--- src/rtl/sudoku_pkg.sv ---
// Shared button indices and debounce FSM state encoding for the sudoku front end.
package sudoku_pkg;

  localparam int unsigned BTN_UP    = 0;
  localparam int unsigned BTN_DOWN  = 1;
  localparam int unsigned BTN_LEFT  = 2;
  localparam int unsigned BTN_RIGHT = 3;
  localparam int unsigned BTN_START = 4;
  localparam int unsigned BTN_A     = 5;
  localparam int unsigned BTN_B     = 6;
  localparam int unsigned BTN_COUNT = 7;

  typedef enum logic [1:0] {
    RELEASED,
    PRESS_WAIT,
    HELD,
    RELEASE_WAIT
  } debounce_state_t;

endpackage

--- src/rtl/button_conditioner_ch.sv ---
// One button channel: 2-flop synchroniser, debounce FSM, registered press pulse and level.
// Optional auto-repeat while held is built only when AUTO_REPEAT_EN is defined.
module button_debounce_ch
  import sudoku_pkg::*;
#(
  parameter int unsigned DEBOUNCE_CYCLES = 500000,
  parameter int unsigned REPEAT_DELAY    = 25000000,
  parameter int unsigned REPEAT_PERIOD   = 5000000,
  parameter bit          REPEAT_ALLOWED  = 1'b0
) (
  input  logic clk,
  input  logic reset,
  input  logic raw,
  output logic pulse,
  output logic level
);

  localparam int unsigned CNT_W = $clog2(DEBOUNCE_CYCLES);
  localparam logic [CNT_W-1:0] CNT_LAST = CNT_W'(DEBOUNCE_CYCLES - 1);

  logic [1:0]       sync_q;
  logic             sync;
  debounce_state_t  state_q, state_d;
  logic [CNT_W-1:0] cnt_q, cnt_d;
  logic             press_accept;
  logic             rpt_fire;

  always_ff @(posedge clk) begin
    if (reset) sync_q <= '0;
    else       sync_q <= {sync_q[0], raw};
  end

  assign sync = sync_q[1];

  always_comb begin
    state_d      = state_q;
    cnt_d        = cnt_q;
    press_accept = 1'b0;
    case (state_q)
      RELEASED: begin
        if (sync) begin
          state_d = PRESS_WAIT;
          cnt_d   = CNT_W'(1);
        end
      end
      PRESS_WAIT: begin
        if (!sync) begin
          state_d = RELEASED;
        end else if (cnt_q == CNT_LAST) begin
          state_d      = HELD;
          press_accept = 1'b1;
        end else begin
          cnt_d = cnt_q + 1'b1;
        end
      end
      HELD: begin
        if (!sync) begin
          state_d = RELEASE_WAIT;
          cnt_d   = CNT_W'(1);
        end
      end
      RELEASE_WAIT: begin
        if (sync) begin
          state_d = HELD;
        end else if (cnt_q == CNT_LAST) begin
          state_d = RELEASED;
        end else begin
          cnt_d = cnt_q + 1'b1;
        end
      end
      default: state_d = RELEASED;
    endcase
  end

`ifdef AUTO_REPEAT_EN
  if (REPEAT_ALLOWED) begin : g_repeat
    localparam int unsigned RPT_MAX = (REPEAT_DELAY > REPEAT_PERIOD) ? REPEAT_DELAY : REPEAT_PERIOD;
    localparam int unsigned RPT_W   = $clog2(RPT_MAX + 1);

    logic [RPT_W-1:0] rpt_q;
    logic [RPT_W-1:0] rpt_target;
    logic             periodic_q;

    // First repeat waits REPEAT_DELAY, later ones REPEAT_PERIOD; any exit from HELD restarts at zero.
    assign rpt_target = periodic_q ? RPT_W'(REPEAT_PERIOD - 1) : RPT_W'(REPEAT_DELAY - 1);
    assign rpt_fire   = (state_q == HELD) && sync && (rpt_q == rpt_target);

    always_ff @(posedge clk) begin
      if (reset || state_q != HELD) begin
        rpt_q      <= '0;
        periodic_q <= 1'b0;
      end else if (rpt_fire) begin
        rpt_q      <= '0;
        periodic_q <= 1'b1;
      end else begin
        rpt_q <= rpt_q + 1'b1;
      end
    end
  end else begin : g_no_repeat
    assign rpt_fire = 1'b0;
  end
`else
  logic unused_rpt_cfg;
  assign unused_rpt_cfg = ^{REPEAT_DELAY, REPEAT_PERIOD, REPEAT_ALLOWED};
  assign rpt_fire = 1'b0;
`endif

  always_ff @(posedge clk) begin
    if (reset) begin
      state_q <= RELEASED;
      cnt_q   <= '0;
      pulse   <= 1'b0;
      level   <= 1'b0;
    end else begin
      state_q <= state_d;
      cnt_q   <= cnt_d;
      pulse   <= press_accept | rpt_fire;
      level   <= (state_d == HELD) || (state_d == RELEASE_WAIT);
    end
  end

endmodule

--- src/rtl/button_conditioner.sv ---
// Seven-button front end: synchronise, debounce and pulse each pad for the game FSM.
// Define AUTO_REPEAT_EN to enable auto-repeat on the four direction buttons.
module button_conditioner
  import sudoku_pkg::*;
#(
  parameter int unsigned DEBOUNCE_CYCLES = 500000,
  parameter int unsigned REPEAT_DELAY    = 25000000,
  parameter int unsigned REPEAT_PERIOD   = 5000000
) (
  input  logic                 clk,
  input  logic                 reset,
  input  logic [BTN_COUNT-1:0] buttons_raw,
  output logic                 up_button,
  output logic                 down_button,
  output logic                 left_button,
  output logic                 right_button,
  output logic                 start_button,
  output logic                 a_button,
  output logic                 b_button,
  output logic [BTN_COUNT-1:0] buttons_level
);

  logic [BTN_COUNT-1:0] pulses;

  for (genvar i = 0; i < BTN_COUNT; i++) begin : g_ch
    button_debounce_ch #(
      .DEBOUNCE_CYCLES (DEBOUNCE_CYCLES),
      .REPEAT_DELAY    (REPEAT_DELAY),
      .REPEAT_PERIOD   (REPEAT_PERIOD),
      .REPEAT_ALLOWED  (i <= BTN_RIGHT)
    ) u_ch (
      .clk   (clk),
      .reset (reset),
      .raw   (buttons_raw[i]),
      .pulse (pulses[i]),
      .level (buttons_level[i])
    );
  end

  assign up_button    = pulses[BTN_UP];
  assign down_button  = pulses[BTN_DOWN];
  assign left_button  = pulses[BTN_LEFT];
  assign right_button = pulses[BTN_RIGHT];
  assign start_button = pulses[BTN_START];
  assign a_button     = pulses[BTN_A];
  assign b_button     = pulses[BTN_B];

endmodule

--- config.mk ---
export PLATFORM = sky130hd
export DESIGN_NAME = button_conditioner
export DESIGN_NICKNAME = d
export VERILOG_FILES = /design/src/rtl/sudoku_pkg.sv /design/src/rtl/button_conditioner_ch.sv /design/src/rtl/button_conditioner.sv
export SDC_FILE = /design/constraint.sdc
export NUM_CORES = 1
export LEC_CHECK = 0
export BUFFER_PORTS_ARGS = -buffer_cell sky130_fd_sc_hd__buf_4
export CORE_MARGIN = 2
export CORE_UTILIZATION = 33
export DETAILED_ROUTE_END_ITERATION = 10
export SYNTH_ARGS = -nofsm -noshare
export SYNTH_HDL_FRONTEND = slang
export SYNTH_SLANG_ARGS = --single-unit
--- constraint.sdc ---
create_clock -name clk -period 3.7 [get_ports clk]
set_clock_uncertainty 0.2 [all_clocks]
set_input_delay 0 -clock clk [delete_from_list [all_inputs] [get_ports clk]]
set_output_delay 0 -clock clk [all_outputs]
set_load 0.1 [all_outputs]
==> key figures, run 1 <==
Routing
  • Post-route antenna net violation count: 0
  • Length of routed wiring on met1: 8330 um
  • Uppermost routed layer: met4
  • Vias per cell: 5.04
  • Met3 WL: 420 um
  • Residual DRC: 0
  • Drt first-iter violations: 511
  • Vias: 6417
  • Routed length on met2: 7410 um
  • Routed wire length: 16300 um
  • WL per Instance: 12.8 um
  • DR pass1 iterations: 5

Finish
  • Non-Filler Instances: 1272
  • Filler instances: 2420
  • Area of the multi-input gates: 4230 um2
  • Synth-to-layout area growth: 14.5%
  • Antenna diode count: 0
  • Layout cell share with drive strength beyond 1: 0.0808
  • Final net count: 956
  • Area used by sequential logic in the layout: 3500 um2

Logic synthesis
  • Share of flip-flops with an asynchronous set or reset after synthesis: 0
  • Unique masters post-synth: 54
  • Cell type with the largest total area after synthesis: sky130_fd_sc_hd__dfxtp_1
  • Mapped Cells: 919
  • Syn nets: 935
  • Synthesis-stage register bit count: 175
  • Predominant post-synthesis flop cell: sky130_fd_sc_hd__dfxtp_1
  • Syn Std Cell Area: 7940 um2
  • Area share of the largest cell type after synthesis: 0.441
  • Syn. warnings: 0
  • Most used standard cells in the synthesized netlist: sky130_fd_sc_hd__dfxtp_1 (175), sky130_fd_sc_hd__nor2_1 (128), sky130_fd_sc_hd__nand2_1 (65)
  • Average instance area after synthesis: 8.64 um2
  • Number of enable-type register cells in the synthesized netlist: 0
  • Library cell with the highest instance count after synthesis: sky130_fd_sc_hd__dfxtp_1
  • Main area contributors after synthesis: sky130_fd_sc_hd__dfxtp_1 (44%), sky130_fd_sc_hd__xor2_1 (6.4%), sky130_fd_sc_hd__nor2_1 (6.1%), sky130_fd_sc_hd__xnor2_1 (3.9%), sky130_fd_sc_hd__nand3_1 (3.6%)
  • Part of the Yosys area used for sequential elements: 0.441

Hold path
  • Worst hold path depth: 3
  • Hold path endpoint: g_ch[4].u_ch.sync_q[0]
  • Min-Delay Startpoint: buttons_raw[4]
  • Hold crit path type: primary input to register

Global route
  • Total congestion overflow after global routing: 0
  • Largest net degree at the start of global routing: 74
  • Initial antenna violation count: 0
  • Overall global routing resource usage: 0.132
  • Number of global-route vias before repair: 6095
  • First-pass GRT wire length: 28500 um

CTS
  • CTS resizes: 0
  • CTS buffer count: 17
  • Count of H-tree levels built during CTS: 4
  • # hold bufs at CTS: 8
  • Clock Root Buffer: sky130_fd_sc_hd__clkbuf_16
  • Reg clk slew, reported paths: 0.07 ns
  • Setup Fix Bufs, Post-CTS: 0
  • # clock sinks: 175
  • Clock tree from TritonCTS: built
  • Latest clock arrival within the worst-skew pair: 0.43 ns
  • Maximum buffer depth of the clock tree: 2

Worst setup path
  • Category of the critical setup timing path: register to register
  • Data required time at the worst endpoint: 3.79 ns
  • CP Launch Type: register
  • Worst flop-to-flop path startpoint: g_ch[3].u_ch.cnt_q[7]
  • Worst Path Buf+Inv: 0
  • Count of cells along the worst register-to-register path: 5
  • Ordered cell list for the critical path: or4b_1 -> or4_1 -> o21ai_4 -> mux2i_1 -> nor2_1
  • Maximum net fanout on the critical path: 8
  • Biggest cell delay along the critical path: 0.67 ns
  • Kind of end point of the critical path: register
  • Register-to-Register Setup Slack: 1.22 ns
  • Kind of cell adding the most delay to the critical path: simple AND/OR/NAND/NOR gates
  • CP max-delay cell: sky130_fd_sc_hd__or4_1
  • Reg-to-reg critical path endpoint: g_ch[3].u_ch.cnt_q[0]
  • Arrival @ worst endpoint: 2.56 ns

Place
  • Weighted congestion at the end of routability-driven global placement: 0.850
  • Post-detail-place hpwl: 10900 um
  • Cell total after placement: 1232
  • # port buffers: 22

Power and ir drop
  • Power, Total: 3.86 mW
  • P per Cell Area: 424 nW/um2
  • LEAKAGE: 3.05 nW
  • Peak supply drop: 308 uV

Timing
  • Actual slew at the worst max-slew pin: 1.18 ns
  • Unrepaired setup endpoints after global routing: false
  • Post-Route Setup TNS: 0 ns
  • Period minus WS final: 2.48 ns
  • Final Hold Violating Endpoints: 0
  • Period utilisation layout: 0.670
  • Slew Limit Headroom: 0.210
  • Number of setup violations in the final report: 0
  • Final slew viol count: 0
  • Maximum operating frequency: 404 MHz

Floorplanning
  • Core area: 23500 um2
  • Top Ports: 23
  • Die footprint: 25300 um2
  • Width of the die: 159 um
  • Std-Cell Rows: 56
  • Die span in y: 159 um
  • Initial standard-cell utilization of the core: 0.337

Status
  • Status: complete, no violations

Run
  • Max capacitance violation total: 0
## worst register-to-register path, cell delays in order, from the launching register on
cell and delay, ns:
sky130_fd_sc_hd__dfxtp_1 0.37, sky130_fd_sc_hd__or4b_1 0.53, sky130_fd_sc_hd__or4_1 0.67, sky130_fd_sc_hd__o21ai_4 0.30, sky130_fd_sc_hd__mux2i_1 0.22, sky130_fd_sc_hd__nor2_1 0.05
## power by group
part / leakage [nW] / switching (mW) / total (mW) / internal [mW]
Combinational: 1.35 / 0.0660 / 0.101 / 0.0349
Sequential: 1.41 / 0.0133 / 1.91 / 1.90
Clock: 0.290 / 0.775 / 1.85 / 1.07
Total: 3.05 / 0.854 / 3.86 / 3.00
## state kept, by name, indices dropped and copies added (netlist names)
register and flops:
g_ch.u_ch.state_q 14, g_ch.u_ch.cnt_q 133, g_ch.u_ch.sync_q 14, g_ch.u_ch.level 7, g_ch.u_ch.pulse 7
## logic make-up after synthesis
group,count (synthesis),synth area share
flip-flops,175,0.441
multiplexers,9,0.0113
buffers and inverters,47,0.0262
XOR/XNOR,93,0.103
AO/OA/AOI/OAI,117,0.0886
adder cells (fa/ha/maj),7,0.0110
AND/OR/NAND/NOR,471,0.319
## worst max-delay path by stage
stage	slack, ns	cells after the start	start	endpoint
2_1_floorplan	1.42	6	g_ch[3].u_ch.cnt_q[7]	g_ch[3].u_ch.cnt_q[0]
3_3_place_gp	1.25	5	g_ch[3].u_ch.cnt_q[7]	g_ch[3].u_ch.cnt_q[0]
3_5_place_dp	1.25	5	g_ch[3].u_ch.cnt_q[7]	g_ch[3].u_ch.cnt_q[0]
4_1_cts	1.23	6	g_ch[6].u_ch.cnt_q[0]	g_ch[6].u_ch.cnt_q[18]
5_1_grt	1.04	6	g_ch[6].u_ch.cnt_q[0]	g_ch[6].u_ch.cnt_q[18]
6_report	1.22	5	g_ch[3].u_ch.cnt_q[7]	g_ch[3].u_ch.cnt_q[0]
## per-layer routing
layer	vias to the layer above	GRT usage
li1	3344	-
met4	0	0.0504
met2	71	0.214
met5	-	0
met1	2988	0.176
met3	14	0.0237
## metrics by stage
stage,setup slack [ns],hold slack [ns],util,instance area [um2]
detailed placement,1.25,0.0167,0.357,8400
global placement,1.25,0.0181,0.357,8400
floorplan,1.42,-0.0718,-,7940
CTS,1.23,0.103,0.386,9090
finish,1.22,0.137,0.386,9090
global route,1.04,0.153,0.386,9090
## placed cells by master, fill, tap and decap left out, types with 5 or more instances in the layout
master / instances
sky130_fd_sc_hd__dfxtp_1: 175
sky130_fd_sc_hd__nor4b_1: 14
sky130_fd_sc_hd__inv_1: 11
sky130_fd_sc_hd__nand3_1: 57
sky130_fd_sc_hd__nand4_1: 40
sky130_fd_sc_hd__nand4b_1: 7
sky130_fd_sc_hd__and4_1: 12
sky130_fd_sc_hd__nor4_1: 10
sky130_fd_sc_hd__nor3_1: 31
sky130_fd_sc_hd__buf_4: 30
sky130_fd_sc_hd__or4_1: 9
sky130_fd_sc_hd__nor2_1: 128
sky130_fd_sc_hd__and3_1: 13
sky130_fd_sc_hd__and2_1: 13
sky130_fd_sc_hd__ha_1: 7
sky130_fd_sc_hd__dlygate4sd3_1: 8
sky130_fd_sc_hd__clkbuf_16: 17
sky130_fd_sc_hd__xor2_1: 58
sky130_fd_sc_hd__o21ai_1: 9
sky130_fd_sc_hd__or3_1: 23
sky130_fd_sc_hd__nor4bb_1: 6
sky130_fd_sc_hd__mux2i_1: 9
sky130_fd_sc_hd__o211ai_1: 5
sky130_fd_sc_hd__o21ai_0: 31
sky130_fd_sc_hd__o31ai_1: 5
sky130_fd_sc_hd__nand2_1: 65
sky130_fd_sc_hd__xnor2_1: 35
sky130_fd_sc_hd__clkinv_4: 6
sky130_fd_sc_hd__a21oi_1: 43
sky130_fd_sc_hd__nor2b_1: 17
## cell type report
| class | count | area share |
|---|---|---|
| Tap cell | 319 | 0.0439 |
| Clock buffer | 17 | 0.0468 |
| Multi-Input combinational cell | 697 | 0.465 |
| Sequential cell | 175 | 0.385 |
| Clock inverter | 15 | 0.0206 |
| Inverter | 11 | 0.00454 |
| Timing Repair Buffer | 38 | 0.0336 |
Power figures use the tool's default switching activity.
==> run 2, diff against run 1 <==
==> constraint.sdc (replaced) <==
create_clock -name clk -period 2.4 [get_ports clk]
set_clock_uncertainty 0.2 [all_clocks]
set_input_delay 0 -clock clk [delete_from_list [all_inputs] [get_ports clk]]
set_output_delay 0 -clock clk [all_outputs]
set_load 0.1 [all_outputs]
==> run 2 against run 1 <==
  * Clock-buffer cell count stayed put
  * Largest cell class unchanged
  * Total power is 53% higher
  * Clock power is 50% higher
  * Sequential share of layout area is 1.2 points lower
  * Critical endpoint is now g_ch[3].u_ch.cnt_q[17]
  * Core utilization is 1.3 points higher
==> key figures, run 2 (synthesis results as in run 1) <==
Status
  • Status: complete, no violations (unchanged)

Global route
  • Overall global routing resource usage: 0.136 (was 0.132)
  • Fraction of met1 tracks used by global routing: 0.176 (about the same)
  • Number of global-route vias before repair: 6231 (was 6095)
  • Initial antenna violation count: 0 (unchanged)
  • First-pass GRT wire length: 29200 um (was 28500 um)
  • Largest net degree at the start of global routing: 74 (unchanged)
  • Total congestion overflow after global routing: 0 (unchanged)
  • GRT busiest layer: met2 (unchanged)
  • Met2 Usage GRT: 0.225 (was 0.214)
  • Met3 Usage GRT: 0.0274 (was 0.0237)

Finish
  • Layout cell share with drive strength beyond 1: 0.121 (was 0.0808)
  • Final net count: 993 (was 956)
  • Final standard cell utilization of the core: 0.399 (was 0.386)
  • Synth-to-layout area growth: 18.3% (was 14.5%)
  • Biggest register: g_ch.u_ch.cnt_q (unchanged)
  • Filler instances: 2402 (was 2420)
  • Post-Layout Inst Area: 9390 um2 (was 9090 um2)
  • Most common cell after layout, fill and taps aside: sky130_fd_sc_hd__dfxtp_1 (unchanged)
  • Antenna diode count: 0 (unchanged)
  • Max reg flops: 133 (unchanged)
  • Leading registers by flop count: g_ch.u_ch.cnt_q: 133 flops, g_ch.u_ch.state_q: 14 flops, g_ch.u_ch.sync_q: 14 flops (unchanged)
  • Commonest cells after routing, fill and taps aside: sky130_fd_sc_hd__dfxtp_1 (175), sky130_fd_sc_hd__nor2_1 (128), sky130_fd_sc_hd__buf_4 (67), sky130_fd_sc_hd__nand2_1 (65), sky130_fd_sc_hd__xor2_1 (58) (was sky130_fd_sc_hd__dfxtp_1 (175), sky130_fd_sc_hd__nor2_1 (128), sky130_fd_sc_hd__nand2_1 (65), sky130_fd_sc_hd__xor2_1 (58), sky130_fd_sc_hd__nand3_1 (57))
  • Non-Filler Instances: 1309 (was 1272)

Worst setup path
  • Crit. Startpoint: g_ch[3].u_ch.cnt_q[5] (was g_ch[3].u_ch.cnt_q[7])
  • Maximum net fanout on the critical path: 4 (was 8)
  • Arrival @ worst endpoint: 2.46 ns (was 2.56 ns)
  • Worst flop-to-flop path startpoint: g_ch[3].u_ch.cnt_q[5] (was g_ch[3].u_ch.cnt_q[7])
  • Capturing element of the worst setup path: g_ch[3].u_ch.cnt_q[17] (was g_ch[3].u_ch.cnt_q[0])
  • Category of the critical setup timing path: register to register (unchanged)
  • Reg-to-reg critical path endpoint: g_ch[3].u_ch.cnt_q[17] (was g_ch[3].u_ch.cnt_q[0])
  • Count of cells along the worst register-to-register path: 6 (was 5)
  • CP Launch Type: register (unchanged)
  • Data required time at the worst endpoint: 2.54 ns (was 3.79 ns)
  • Kind of end point of the critical path: register (unchanged)
  • Register-to-Register Setup Slack: 0.08 ns (was 1.22 ns)

CTS
  • CTS buffer count: 17 (unchanged)
  • Latest clock arrival within the worst-skew pair: 0.42 ns (was 0.43 ns)
  • # clock sinks: 175 (unchanged)
  • Maximum buffer depth of the clock tree: 2 (unchanged)
  • Reg clk slew, reported paths: 0.07 ns (about the same)
  • Count of H-tree levels built during CTS: 4 (unchanged)
  • Setup Fix Bufs, Post-CTS: 0 (unchanged)
  • Clock tree from TritonCTS: built (unchanged)
  • Clock Root Buffer: sky130_fd_sc_hd__clkbuf_16 (unchanged)

Routing
  • Vias per cell: 5.00 (was 5.04)
  • DR pass1 iterations: 4 (was 5)
  • WL per Instance: 12.7 um (was 12.8 um)
  • Residual DRC: 0 (unchanged)
  • Post-route antenna net violation count: 0 (unchanged)
  • Drt first-iter violations: 488 (was 511)
  • Vias: 6548 (was 6417)
  • Routed wire length: 16600 um (was 16300 um)

Timing
  • Unrepaired setup endpoints after global routing: false (unchanged)
  • Final Hold Violating Endpoints: 0 (unchanged)
  • Period utilisation layout: 0.967 (was 0.670)
  • Setup ws final: 0.0790 ns (was 1.22 ns)
  • Actual slew at the worst max-slew pin: 1.14 ns (was 1.18 ns)
  • Post-Route Hold Slack: 0.00417 ns (was 0.137 ns)
  • Maximum operating frequency: 431 MHz (was 404 MHz)
  • Final slew viol count: 0 (unchanged)
  • Post-Route Setup TNS: 0 ns (unchanged)
  • Slew Limit Headroom: 0.237 (was 0.210)
  • Number of setup violations in the final report: 0 (unchanged)
  • Period minus WS final: 2.32 ns (was 2.48 ns)

Place
  • Weighted congestion at the end of routability-driven global placement: 0.845 (was 0.850)
  • Worst slack after detailed placement: 0.0436 ns (was 1.25 ns)
  • # port buffers: 22 (unchanged)
  • Post-detail-place hpwl: 11300 um (was 10900 um)
  • Cell total after placement: 1270 (was 1232)
  • Placed Area: 8680 um2 (was 8400 um2)

Floorplanning
  • Core area: 23500 um2 (unchanged)
  • Std-Cell Rows: 56 (unchanged)
  • Die span in y: 159 um (unchanged)
  • Top Ports: 23 (unchanged)
  • Width of the die: 159 um (unchanged)
  • Die footprint: 25300 um2 (unchanged)
  • Initial standard-cell utilization of the core: 0.337 (unchanged)

Hold path
  • Worst hold path depth: 3 (unchanged)
  • Hold crit path type: primary input to register (unchanged)

Power and ir drop
  • P per Cell Area: 628 nW/um2 (was 424 nW/um2)
  • Peak supply drop: 484 uV (was 308 uV)
  • LEAKAGE: 3.24 nW (was 3.05 nW)
  • Power, Total: 5.89 mW (was 3.86 mW)

Run
  • Max capacitance violation total: 0 (unchanged)
run 2: cell count changes in the layout (fill, tap and decap cells not counted), sizes merged:
cell	change
clkinv	+1
clkinvlp	+1
dlygate4sd3	-1
inv	-2
buf	+38
run 2: worst min-delay path by stage:
| stage | from | end | slack, ns |
|---|---|---|---|
| after floorplan | buttons_raw[0] | g_ch[0].u_ch.sync_q[0] | -0.07 |
| after global routing | reset | g_ch[3].u_ch.cnt_q[1] | 0.05 |
| final | reset | g_ch[3].u_ch.cnt_q[1] | 0.004 |
| after CTS | reset | g_ch[3].u_ch.cnt_q[1] | 0.03 |
| after global placement | buttons_raw[0] | g_ch[0].u_ch.sync_q[0] | 0.02 |
| after detailed placement | buttons_raw[6] | g_ch[6].u_ch.sync_q[0] | 0.02 |
run 2: metal layers:
metal / wire length (um) / vias to the layer above
li1: - / 3403
met1: 8260 / 3066
met2: 7830 / 66
met3: 363 / 13
met4: 155 / 0
met5: 0 / -
run 2: critical path: stages, from the launching register on:
cell                        delay, ns
sky130_fd_sc_hd__dfxtp_1         0.31
sky130_fd_sc_hd__or4b_1          0.53
sky130_fd_sc_hd__or4_4           0.58
sky130_fd_sc_hd__buf_6           0.15
sky130_fd_sc_hd__o2111ai_4       0.19
sky130_fd_sc_hd__o21ai_1         0.09
sky130_fd_sc_hd__a21oi_1         0.18
run 2: where the power goes:
part           internal, mW  switching, mW  total (mW)
combinational        0.0646          0.106       0.171
clock                  1.63           1.15        2.78
sequential             2.92         0.0193        2.94
run 2: cell type report:
cell class | count | area [um2] | share of cell area
multi-input combinational | 697 | 4260 | 0.454
sequential | 175 | 3500 | 0.373
timing repair buffer | 75 | 584 | 0.0622
clock buffer | 17 | 425 | 0.0453
tap | 319 | 399 | 0.0425
clock inverter | 15 | 171 | 0.0183
inverter | 11 | 41.3 | 0.00440
run 2: timing repair:
item / in CTS / in global routing
hold buffers: 7 / 0
pin swaps: 0 / 3
endpoints found under the setup margin: 1 / 7
hold endpoints to repair: 7 / 0
gates resized for setup: 1 / 7
